===== config.mk =====
export PLATFORM = sky130hd
export DESIGN_NAME = instr_encoder_loader_flat
export DESIGN_NICKNAME = d
export VERILOG_FILES = /design/src/rtl/instr_encoder_loader_if.sv /design/src/rtl/instr_encoder_loader.sv /design/src/flat_wrapper.sv
export SDC_FILE = /design/constraint.sdc
export NUM_CORES = 1
export LEC_CHECK = 0
export BUFFER_PORTS_ARGS = -buffer_cell sky130_fd_sc_hd__clkbuf_2
export CAP_MARGIN = 20
export CORE_MARGIN = 8
export CORE_UTILIZATION = 30
export DETAILED_ROUTE_END_ITERATION = 7
export PLACE_DENSITY_LB_ADDON = 0.05
export SYNTH_ARGS = -nofsm -noshare
export SYNTH_HDL_FRONTEND = slang
export SYNTH_SLANG_ARGS = --single-unit

===== constraint.sdc =====
create_clock -name clk -period 4.5 [get_ports clk]
set_input_delay 0.45 -clock clk [delete_from_list [all_inputs] [get_ports clk]]
set_output_delay 0.45 -clock clk [all_outputs]
set_load 0.05 [all_outputs]

===== src/rtl/instr_encoder_loader_if.sv =====
// Field-bundle handshake and instruction-memory write bus for the program loader.
// master = field source and memory side, slave = the loader itself.
interface instr_encoder_loader_if #(
  parameter int ADDR_W = 8
);
  logic              in_valid;
  logic              in_ready;
  logic [2:0]        op_class;
  logic [4:0]        rs;
  logic [4:0]        rt;
  logic [4:0]        rd;
  logic [4:0]        shamt;
  logic [5:0]        funct;
  logic [15:0]       imm;
  logic              imem_we;
  logic [ADDR_W-1:0] imem_addr;
  logic [31:0]       imem_wdata;

  modport master (
    output in_valid, op_class, rs, rt, rd, shamt, funct, imm,
    input  in_ready, imem_we, imem_addr, imem_wdata
  );

  modport slave (
    input  in_valid, op_class, rs, rt, rd, shamt, funct, imm,
    output in_ready, imem_we, imem_addr, imem_wdata
  );
endinterface


===== src/rtl/instr_encoder_loader.sv =====
// Packs instruction fields into MIPS-lite words and writes them sequentially into
// instruction memory, one word every two cycles, stopping (not wrapping) when memory is full.
module instr_encoder_loader #(
  parameter int ADDR_W     = 8,
  parameter int START_ADDR = 0
) (
  input  logic                   clk,
  input  logic                   rst_n,
  input  logic                   clear,
  instr_encoder_loader_if.slave  bus,
  output logic [ADDR_W:0]        count,
  output logic                   err
);

  typedef enum logic [1:0] {
    ST_LOAD  = 2'd0,
    ST_WRITE = 2'd1,
    ST_FULL  = 2'd2
  } state_t;

  localparam logic [5:0]        OP_R      = 6'b000000;
  localparam logic [5:0]        OP_LW     = 6'b100011;
  localparam logic [5:0]        OP_SW     = 6'b101011;
  localparam logic [5:0]        OP_BEQ    = 6'b000100;
  localparam logic [5:0]        OP_ORI    = 6'b001101;
  localparam logic [5:0]        FN_SRL    = 6'b000010;
  localparam logic [ADDR_W-1:0] START_A   = ADDR_W'(START_ADDR);
  localparam logic [ADDR_W-1:0] ADDR_MAX  = {ADDR_W{1'b1}};
  localparam logic [ADDR_W:0]   COUNT_MAX = {1'b1, {ADDR_W{1'b0}}};

  // srl is an R-format word whose rs and funct are fixed, whatever the inputs say.
  function automatic logic [31:0] encode_word(
    input logic [2:0]  cls,
    input logic [4:0]  rs_f,
    input logic [4:0]  rt_f,
    input logic [4:0]  rd_f,
    input logic [4:0]  sh_f,
    input logic [5:0]  fn_f,
    input logic [15:0] imm_f
  );
    logic [31:0] word;
    case (cls)
      3'd0:    word = {OP_R,   rs_f, rt_f, rd_f, sh_f, fn_f};
      3'd1:    word = {OP_LW,  rs_f, rt_f, imm_f};
      3'd2:    word = {OP_SW,  rs_f, rt_f, imm_f};
      3'd3:    word = {OP_BEQ, rs_f, rt_f, imm_f};
      3'd4:    word = {OP_ORI, rs_f, rt_f, imm_f};
      3'd5:    word = {OP_R,   5'd0, rt_f, rd_f, sh_f, FN_SRL};
      default: word = 32'd0;
    endcase
    return word;
  endfunction

  function automatic logic class_legal(input logic [2:0] cls);
    return (cls <= 3'd5);
  endfunction

  state_t            state_q, state_d;
  logic [ADDR_W-1:0] addr_q, addr_d;
  logic [ADDR_W:0]   count_q, count_d;
  logic              err_q, err_d;
  logic [31:0]       wdata_q, wdata_d;
  logic              in_ready_s;
  logic              accept_s;

  assign in_ready_s = (state_q == ST_LOAD) & ~clear;
  assign accept_s   = bus.in_valid & in_ready_s;

  // Next-state, address, count and error computation; clear overrides every state.
  always_comb begin
    state_d = state_q;
    addr_d  = addr_q;
    count_d = count_q;
    err_d   = err_q;
    wdata_d = wdata_q;
    if (clear) begin
      state_d = ST_LOAD;
      addr_d  = START_A;
      count_d = '0;
      err_d   = 1'b0;
    end else begin
      case (state_q)
        ST_LOAD: begin
          if (accept_s && class_legal(bus.op_class)) begin
            wdata_d = encode_word(bus.op_class, bus.rs, bus.rt, bus.rd,
                                  bus.shamt, bus.funct, bus.imm);
            state_d = ST_WRITE;
          end else if (accept_s) begin
            err_d = 1'b1;
          end else begin
            state_d = ST_LOAD;
          end
        end
        ST_WRITE: begin
          // The last word parks the address at the top instead of wrapping to zero.
          if (addr_q == ADDR_MAX) begin
            state_d = ST_FULL;
          end else begin
            state_d = ST_LOAD;
            addr_d  = addr_q + {{(ADDR_W-1){1'b0}}, 1'b1};
          end
          if (count_q == COUNT_MAX) begin
            count_d = count_q;
          end else begin
            count_d = count_q + {{ADDR_W{1'b0}}, 1'b1};
          end
        end
        ST_FULL: begin
          state_d = ST_FULL;
        end
        default: begin
          state_d = ST_LOAD;
        end
      endcase
    end
  end

  // State and datapath registers.
  always_ff @(posedge clk or negedge rst_n) begin
    if (!rst_n) begin
      state_q <= ST_LOAD;
      addr_q  <= START_A;
      count_q <= '0;
      err_q   <= 1'b0;
      wdata_q <= 32'd0;
    end else begin
      state_q <= state_d;
      addr_q  <= addr_d;
      count_q <= count_d;
      err_q   <= err_d;
      wdata_q <= wdata_d;
    end
  end

  // A clear arriving during the write cycle cancels the strobe in that same cycle.
  assign bus.imem_we    = (state_q == ST_WRITE) & ~clear;
  assign bus.in_ready   = in_ready_s;
  assign bus.imem_addr  = addr_q;
  assign bus.imem_wdata = wdata_q;
  assign count          = count_q;
  assign err            = err_q;

endmodule


===== src/flat_wrapper.sv =====
// flat-port wrapper written by rule: the top's interface ports become plain ports
module instr_encoder_loader_flat 
#(
  parameter int ADDR_W     = 8,
  parameter int START_ADDR = 0
)
  (clk, rst_n, clear, count, err, bus_in_valid, bus_op_class, bus_rs, bus_rt, bus_rd, bus_shamt, bus_funct, bus_imm, bus_in_ready, bus_imem_we, bus_imem_addr, bus_imem_wdata);
  instr_encoder_loader_if #(.ADDR_W(ADDR_W)) bus_i ();
  input  logic clk;
  input  logic rst_n;
  input  logic clear;
  output logic [ADDR_W:0] count;
  output logic err;
  input wire logic [$bits(bus_i.in_valid)-1:0] bus_in_valid;
  input wire logic [$bits(bus_i.op_class)-1:0] bus_op_class;
  input wire logic [$bits(bus_i.rs)-1:0] bus_rs;
  input wire logic [$bits(bus_i.rt)-1:0] bus_rt;
  input wire logic [$bits(bus_i.rd)-1:0] bus_rd;
  input wire logic [$bits(bus_i.shamt)-1:0] bus_shamt;
  input wire logic [$bits(bus_i.funct)-1:0] bus_funct;
  input wire logic [$bits(bus_i.imm)-1:0] bus_imm;
  output wire logic [$bits(bus_i.in_ready)-1:0] bus_in_ready;
  output wire logic [$bits(bus_i.imem_we)-1:0] bus_imem_we;
  output wire logic [$bits(bus_i.imem_addr)-1:0] bus_imem_addr;
  output wire logic [$bits(bus_i.imem_wdata)-1:0] bus_imem_wdata;
  assign bus_i.in_valid = bus_in_valid;
  assign bus_i.op_class = bus_op_class;
  assign bus_i.rs = bus_rs;
  assign bus_i.rt = bus_rt;
  assign bus_i.rd = bus_rd;
  assign bus_i.shamt = bus_shamt;
  assign bus_i.funct = bus_funct;
  assign bus_i.imm = bus_imm;
  assign bus_in_ready = bus_i.in_ready;
  assign bus_imem_we = bus_i.imem_we;
  assign bus_imem_addr = bus_i.imem_addr;
  assign bus_imem_wdata = bus_i.imem_wdata;
  instr_encoder_loader #(.ADDR_W(ADDR_W), .START_ADDR(START_ADDR)) u_core (.clk(clk), .rst_n(rst_n), .clear(clear), .bus(bus_i), .count(count), .err(err));
endmodule

==> out/summary.txt, run 1 <==
Outcome: finished clean
Clock Latency Late Sink: 0.29 ns
GR peak layer: met2
Synth Warn #: 0
Pwr Total: 0.00118 W
Layout cells sized above 1: 30.6%
I/O Buffers: 99
Sequential area share after synthesis: 50.0%
DRT Wirelength: 6910 um
Layout area overhead: 25.5%
Die width: 107 um
Syn Area/Cell: 9.37 um^2
Grt met3 use: 4.31%
Sequential Area: 1250 um^2
Critical path data required time: 4.69 ns
Ys async rst share: 100%
EDFF count, synth: 0
Tot GR Track Use: 12.1%
Max Transition Viols Final: 0
RSZ-0062 raised after global routing: false
Final setup fails: 0
Clk sink count: 50
Post-synth top flop: dfrtp_1
Vias in the first global route: 2248
Grt ovf: 0
Via count: 2202
Nets: 411
Pint: 0.000702 W
CTS Buffer Depth: 2
Initial antenna violation count: 0
Fill cells: 860
Post-Syn Instances: 267
Min Clock Period, post-route: 2.32 ns
CP cell instances: clkbuf_2 > nor4b_4 > nand2_2 > inv_2 > o211ai_1 > o21a_1
Unique masters post-synth: 42
Sw Pwr: 0.000475 W
Switching Share: 40.3%
Worst setup margin: 2.18 ns
Remaining DRCs: 0
Starting Density: 30.8%
Power density cells: 375 nW/um^2
Synth Register Bits: 50
Total I/O pin count: 101
Setup TNS: 0 ns
Crit Path Category: in -> reg
Multi-input gate area in the final layout: 1160 um^2
CTS buffer count: 5
First-pass GRT wire length: 11500 um
Slowest-stage cell, CP: nor4b_4
DR pass1 iterations: 4
TritonCTS clock tree: built
Max_slew headroom: 40.7%
Max VDD drop: 0.186 mV
Slew of the pin with the lowest slew margin: 0.887 ns
Post-Place Cells: 457
Clock root buffer: clkbuf_8
Met1 GRT Util: 15.1%
Diodes inserted: 0
Min-delay worst type: in -> async
Crit Path Max Fanout: 35
WL per Instance: 14.9 um
Post-Syn Area: 2500 um^2
Critical path arrival: 2.51 ns
CP peak stage delay: 0.51 ns
DR iter-0 viols: 66
Synth Net Count: 319
GR Util met2: 19.2%
Core area: 8130 um^2
Routability Congestion: 0.761
Combinational Power Share: 33.7%
Maxcap violations: 0
Cell row count: 33
Clk pwr share: 20.7%
Antenna-violating nets left: 0
Clock-pin transition on the worst setup and hold timing paths: 0.08 ns
Final hold vios: 0
Die height: 107 um
Part of the power in registers: 45.6%
# hold bufs at CTS: 0
HPWL after DPL: 5130 um
Fmax: 0.431 GHz
Leakage: 1.55 nW
Post_cts resized: 0
Pre-CTS setup slack: 1.77 ns
Setup bufs post-CTS: 0
Largest net degree at the start of global routing: 51
Cell Count, Final, Fillers Out: 464
DR vias/cell: 4.75
Final Cycle Share: 51.6%
DIE AREA: 11500 um^2
Clock skew: 0.00203 ns
Crit path capture type: register
Critical path launch point type: input pin
Htree depth: 2
Hold_ws: 0.259 ns
final timing paths:
kind | slack, ns | startpoint | cells past startpoint | end
max | 2.18 | clear | 6 | u_core.bus.imem_wdata[0]
min | 0.26 | rst_n | 2 | u_core.bus.imem_wdata[7]
max reg2reg | 2.23 | u_core.state_q[0] | 5 | u_core.bus.imem_wdata[0]
min reg2reg | 0.48 | u_core.bus.imem_wdata[22] | 2 | u_core.bus.imem_wdata[22]
max in group asynchronous | 3.81 | rst_n | 2 | u_core.bus.imem_addr[4]
min in group clk | 0.34 | bus_rt[0] | 3 | u_core.bus.imem_wdata[16]
logic make-up after synthesis:
kind of cell               after synthesis  synth area share, %
buffers and inverters                   21                 3.80
and+or+nand+nor                        118                 22.7
xor gates and xnor gates                11                 3.85
AOI/OAI and AO/OA                       55                 14.8
muxes                                    8                 3.20
adders and majority gates                3                 1.50
DFF                                     50                 50.0
other                                    1                0.150
metal layers:
metal | vias up | wire length, um
met1 | 1012 | 3240
met2 | 61 | 3080
met3 | 8 | 521
met5 | - | 0
met4 | 0 | 62
li1 | 1121 | -
flip-flops by register name, indices dropped and copies added (netlist names):
register / count
u_core.bus.imem_wdata: 30
u_core.bus.imem_addr: 8
u_core.state_q: 2
u_core.err: 1
u_core.count: 9
power groups by stage:
stage	Sequential [W]	Combinational, W	Clock, W
2_1_floorplan	0.000727	0.000107	0
3_3_place_gp	0.000546	0.000401	0
4_1_cts	0.000537	0.000404	0.000260
3_5_place_dp	0.000545	0.000404	0
6_report	0.000536	0.000397	0.000244
5_1_grt	0.000545	0.000425	0.000275
cell type report:
type | count | area share, %
clock buffers | 7 | 2.43
inverters | 6 | 0.717
multi-input cells | 196 | 36.8
flip-flops and latches | 50 | 39.8
well taps | 105 | 4.18
repair buffers | 100 | 16.0
placed cells by master, fill, tap and decap left out, types with 2 or more instances in the layout:
cell type	count
inv_1	5
o21a_1	6
nand3_1	18
a22oi_1	10
nand2_1	50
o211ai_1	6
dfrtp_1	50
and3_1	2
clkbuf_1	2
nor2_1	19
a21oi_1	9
xor2_1	6
nand4_1	6
xnor2_1	5
clkbuf_2	99
mux2i_1	8
nor2b_1	3
or3_1	2
or4b_1	2
clkbuf_8	5
o21ai_0	13
o31ai_1	3
o22ai_1	2
and2_1	2
ha_1	3
nor3_1	6
synth_stat cells (3+ instances only):
| master | n | area (um^2) |
|---|---|---|
| buf_4 | 3 | 22.5 |
| a22oi_1 | 10 | 75.1 |
| nand2_1 | 50 | 188 |
| nand3_1 | 18 | 90.1 |
| ha_1 | 3 | 37.5 |
| nor2b_1 | 3 | 18.8 |
| xnor2_1 | 5 | 43.8 |
| buf_2 | 4 | 20.0 |
| xor2_1 | 6 | 52.6 |
| nor2_1 | 19 | 71.3 |
| o211ai_1 | 6 | 45.0 |
| o21ai_0 | 13 | 65.1 |
| clkbuf_1 | 8 | 30.0 |
| o21a_1 | 6 | 45.0 |
| a21oi_1 | 9 | 45.0 |
| inv_1 | 5 | 18.8 |
| dfrtp_1 | 50 | 1250 |
| nand4_1 | 6 | 37.5 |
| nor3_1 | 6 | 30.0 |
| mux2i_1 | 8 | 80.1 |
| o31ai_1 | 3 | 22.5 |
worst max-delay path, delay by kind of cell:
family,cells,cell delay (ns)
compound gates,2,0.30
simple gates,2,0.97
buf+inv,2,0.77
through the flow:
step | util [%] | instance area [um^2]
floorplan | - | 2500
global placement | 37.7 | 3060
detailed placement | 37.7 | 3060
CTS | 38.6 | 3140
global route | 38.6 | 3140
finish | 38.6 | 3140
(Power assumes the default switching activity.)
==> run 2: changes to the inputs <==
--- a/config.mk
+++ b/config.mk
@@ -5,6 +5,7 @@
 export SDC_FILE = /design/constraint.sdc
 export NUM_CORES = 1
 export LEC_CHECK = 0
+export ABC_AREA = 1
 export BUFFER_PORTS_ARGS = -buffer_cell sky130_fd_sc_hd__clkbuf_2
 export CAP_MARGIN = 20
 export CORE_MARGIN = 8
==> constraint.sdc (replaced) <==
create_clock -name clk -period 2.1 [get_ports clk]
set_input_delay 0.21 -clock clk [delete_from_list [all_inputs] [get_ports clk]]
set_output_delay 0.21 -clock clk [all_outputs]
set_load 0.05 [all_outputs]
==> run 2 against run 1 <==
  * Clock skew grew 0.0097 ns
  * Global-route usage grew 0.19 points
  * Flip-flop and latch count is the same
  * Worst hold slack lost 0.16 ns
  * Register-to-register slack lost 1.7 ns
  * Utilization grew 0.13 points
  * First-iteration DRC count grew 59%
  * Die area grew 6.2%
  * Critical path type is now reg -> out
  * Largest power group unchanged
  * Highest routed layer unchanged
==> out/summary.txt, run 2 <==
Outcome: finished clean
Remaining DRCs: 0
Critical path arrival: 1.42 ns
Min-delay worst type: in -> reg
Critical path startpoint: u_core.state_q[1]
Crit Path Max Fanout: 4
Synth top area cells: dfrtp_1 47%, nand2_1 20%, inv_1 6.0%, nand3_1 5.2%, o21ai_0 3.7%
Post-Syn Area: 2690 um^2
Syn Area/Cell: 7.34 um^2
DIE AREA: 12200 um^2
WL per Instance: 12.9 um
Largest net degree at the start of global routing: 51
Tot GR Track Use: 12.3%
Final Cycle Share: 77.6%
Cells on Worst Hold Path: 3
EDFF count, synth: 0
Power density cells: 818 nW/um^2
Layout area overhead: 25.8%
Cell Count, Final, Fillers Out: 572
DR iter-0 viols: 105
Post_cts resized: 0
Unique masters post-synth: 25
Routability Congestion: 0.722
Final setup fails: 0
Cell row count: 34
Nets: 516
Synth Net Count: 418
Post-Syn Instances: 366
R2R depth: 7
Crit Path Category: reg -> out
RSZ-0062 raised after global routing: false
Starting Density: 30.8%
CTS buffer count: 5
Initial antenna violation count: 0
First-pass GRT wire length: 12700 um
Synth Register Bits: 50
Die height: 111 um
Clock-pin transition on the worst setup and hold timing paths: 0.10 ns
Clk sink count: 50
Antenna-violating nets left: 0
I/O Buffers: 99
Synth Warn #: 0
Clock Latency Late Sink: 0.30 ns
Most frequent cells in the layout: 142 x nand2_1, 99 x clkbuf_2, 50 x dfrtp_1, 43 x inv_1, 28 x nand3_1
Critical path data required time: 1.89 ns
Post-synth top area share: 46.6%
Critical path launch point type: register
Maxcap violations: 0
Final hold vios: 0
DR vias/cell: 4.45
Post-Place Cells: 564
Post-synth top flop: dfrtp_1
Commonest non-fill, non-tap cell in the layout: nand2_1
Clock root buffer: clkbuf_8
Worst R2R Setup Slack: 0.58 ns
Min Clock Period, post-route: 1.63 ns
CP peak stage delay: 0.41 ns
TritonCTS clock tree: built
Ys async rst share: 100%
Leakage: 1.87 nW
CP cell instances: inv_1 > nand2_1 > nor2_2 > clkbuf_2
Total I/O pin count: 101
Layout cells sized above 1: 24.8%
Diodes inserted: 0
Area leader, netlist: dfrtp_1
CTS Buffer Depth: 2
Commonest cells in the netlist: 142 x nand2_1, 50 x dfrtp_1, 43 x inv_1, 28 x nand3_1, 24 x nor2_1
Worst reg2reg endpoint: u_core.count[3]
Fmax: 0.614 GHz
Most common cell in the netlist: nand2_1
Slowest-stage cell, CP: dfrtp_1
Vias in the first global route: 2652
Clock skew: 0.0118 ns
Grt ovf: 0
Max VDD drop: 0.337 mV
Setup TNS: 0 ns
RR Startpoint: u_core.count[0]
DRT Wirelength: 7410 um
Setup crit end: bus_imem_we
Core area: 8720 um^2
Sequential area share after synthesis: 46.6%
Die width: 111 um
HPWL after DPL: 5590 um
Max reg flops: 30
DR pass1 iterations: 5
Htree depth: 2
Crit path capture type: primary output
Via count: 2547
Max Transition Viols Final: 0
[run 2: per-stage QoR]
stage | setup WS [ns] | hold slack, ns | instance area (um^2) | utilization [%] | total power, W
after floorplan | 0.422 | -0.0856 | 2690 | - | 0.00183
after global placement | 0.575 | 0.236 | 3260 | 37.3 | 0.00209
after detailed placement | 0.559 | 0.236 | 3260 | 37.3 | 0.00209
after CTS | 0.442 | 0.0945 | 3380 | 38.7 | 0.00281
after global routing | 0.331 | 0.101 | 3380 | 38.7 | 0.00292
final | 0.471 | 0.104 | 3380 | 38.7 | 0.00276
[run 2: layout make-up]
class	count	area, um^2
clock buffers	6	82.6
clock inverters	1	30.0
fillers	916	5340
inverters	45	169
multi-input cells	260	1180
flip-flops and latches	50	1250
well taps	108	135
repair buffers	102	533
[run 2: per-layer routing]
layer | routed length [um] | global-route usage [%] | up-vias
met2 | 3570 | 20.7 | 68
met5 | 0 | 0 | -
met3 | 530 | 4.38 | 5
met4 | 78 | 3.24 | 0
li1 | - | - | 1330
met1 | 3230 | 14.4 | 1144
[run 2: kinds of logic (layout without fill, tap and decap cells)]
kind of cell | after synthesis | after routing | synth area share, %
and+or+nand+nor | 218 | 218 | 34.4
buffers and inverters | 56 | 154 | 9.55
other | 1 | 1 | 0.140
AOI/OAI and AO/OA | 38 | 38 | 7.88
DFF | 50 | 50 | 46.6
adders and majority gates | 3 | 3 | 1.40
[run 2: worst min path at each step]
stage	from	endpoint	slack (ns)
after detailed placement	rst_n	u_core.count[2]	0.24
after global routing	bus_rt[3]	u_core.bus.imem_wdata[19]	0.10
after global placement	rst_n	u_core.count[2]	0.24
after floorplan	rst_n	u_core.bus.imem_addr[0]	-0.09
final	bus_rt[2]	u_core.bus.imem_wdata[18]	0.10
after CTS	bus_rt[2]	u_core.bus.imem_wdata[18]	0.09
[run 2: repair_timing]
| item | CTS | global route |
|---|---|---|
| hold endpoints to repair | 50 | 0 |
| endpoints found under the setup margin | 0 | 0 |
| hold buffers | 1 | 0 |
| buffers inserted | 0 | 0 |
[run 2: power by group]
part	switching [W]	internal, W	total [W]
logic	0.000693	0.000215	0.000907
registers	0.0000693	0.00108	0.00115
clock network	0.000322	0.000382	0.000704
[run 2: critical path: cells and delay by family, from the launching register on]
| family | cells | cell delay [ns] |
|---|---|---|
| and+or+nand+nor | 2 | 0.32 |
| DFF | 1 | 0.41 |
| buffers and inverters | 2 | 0.39 |
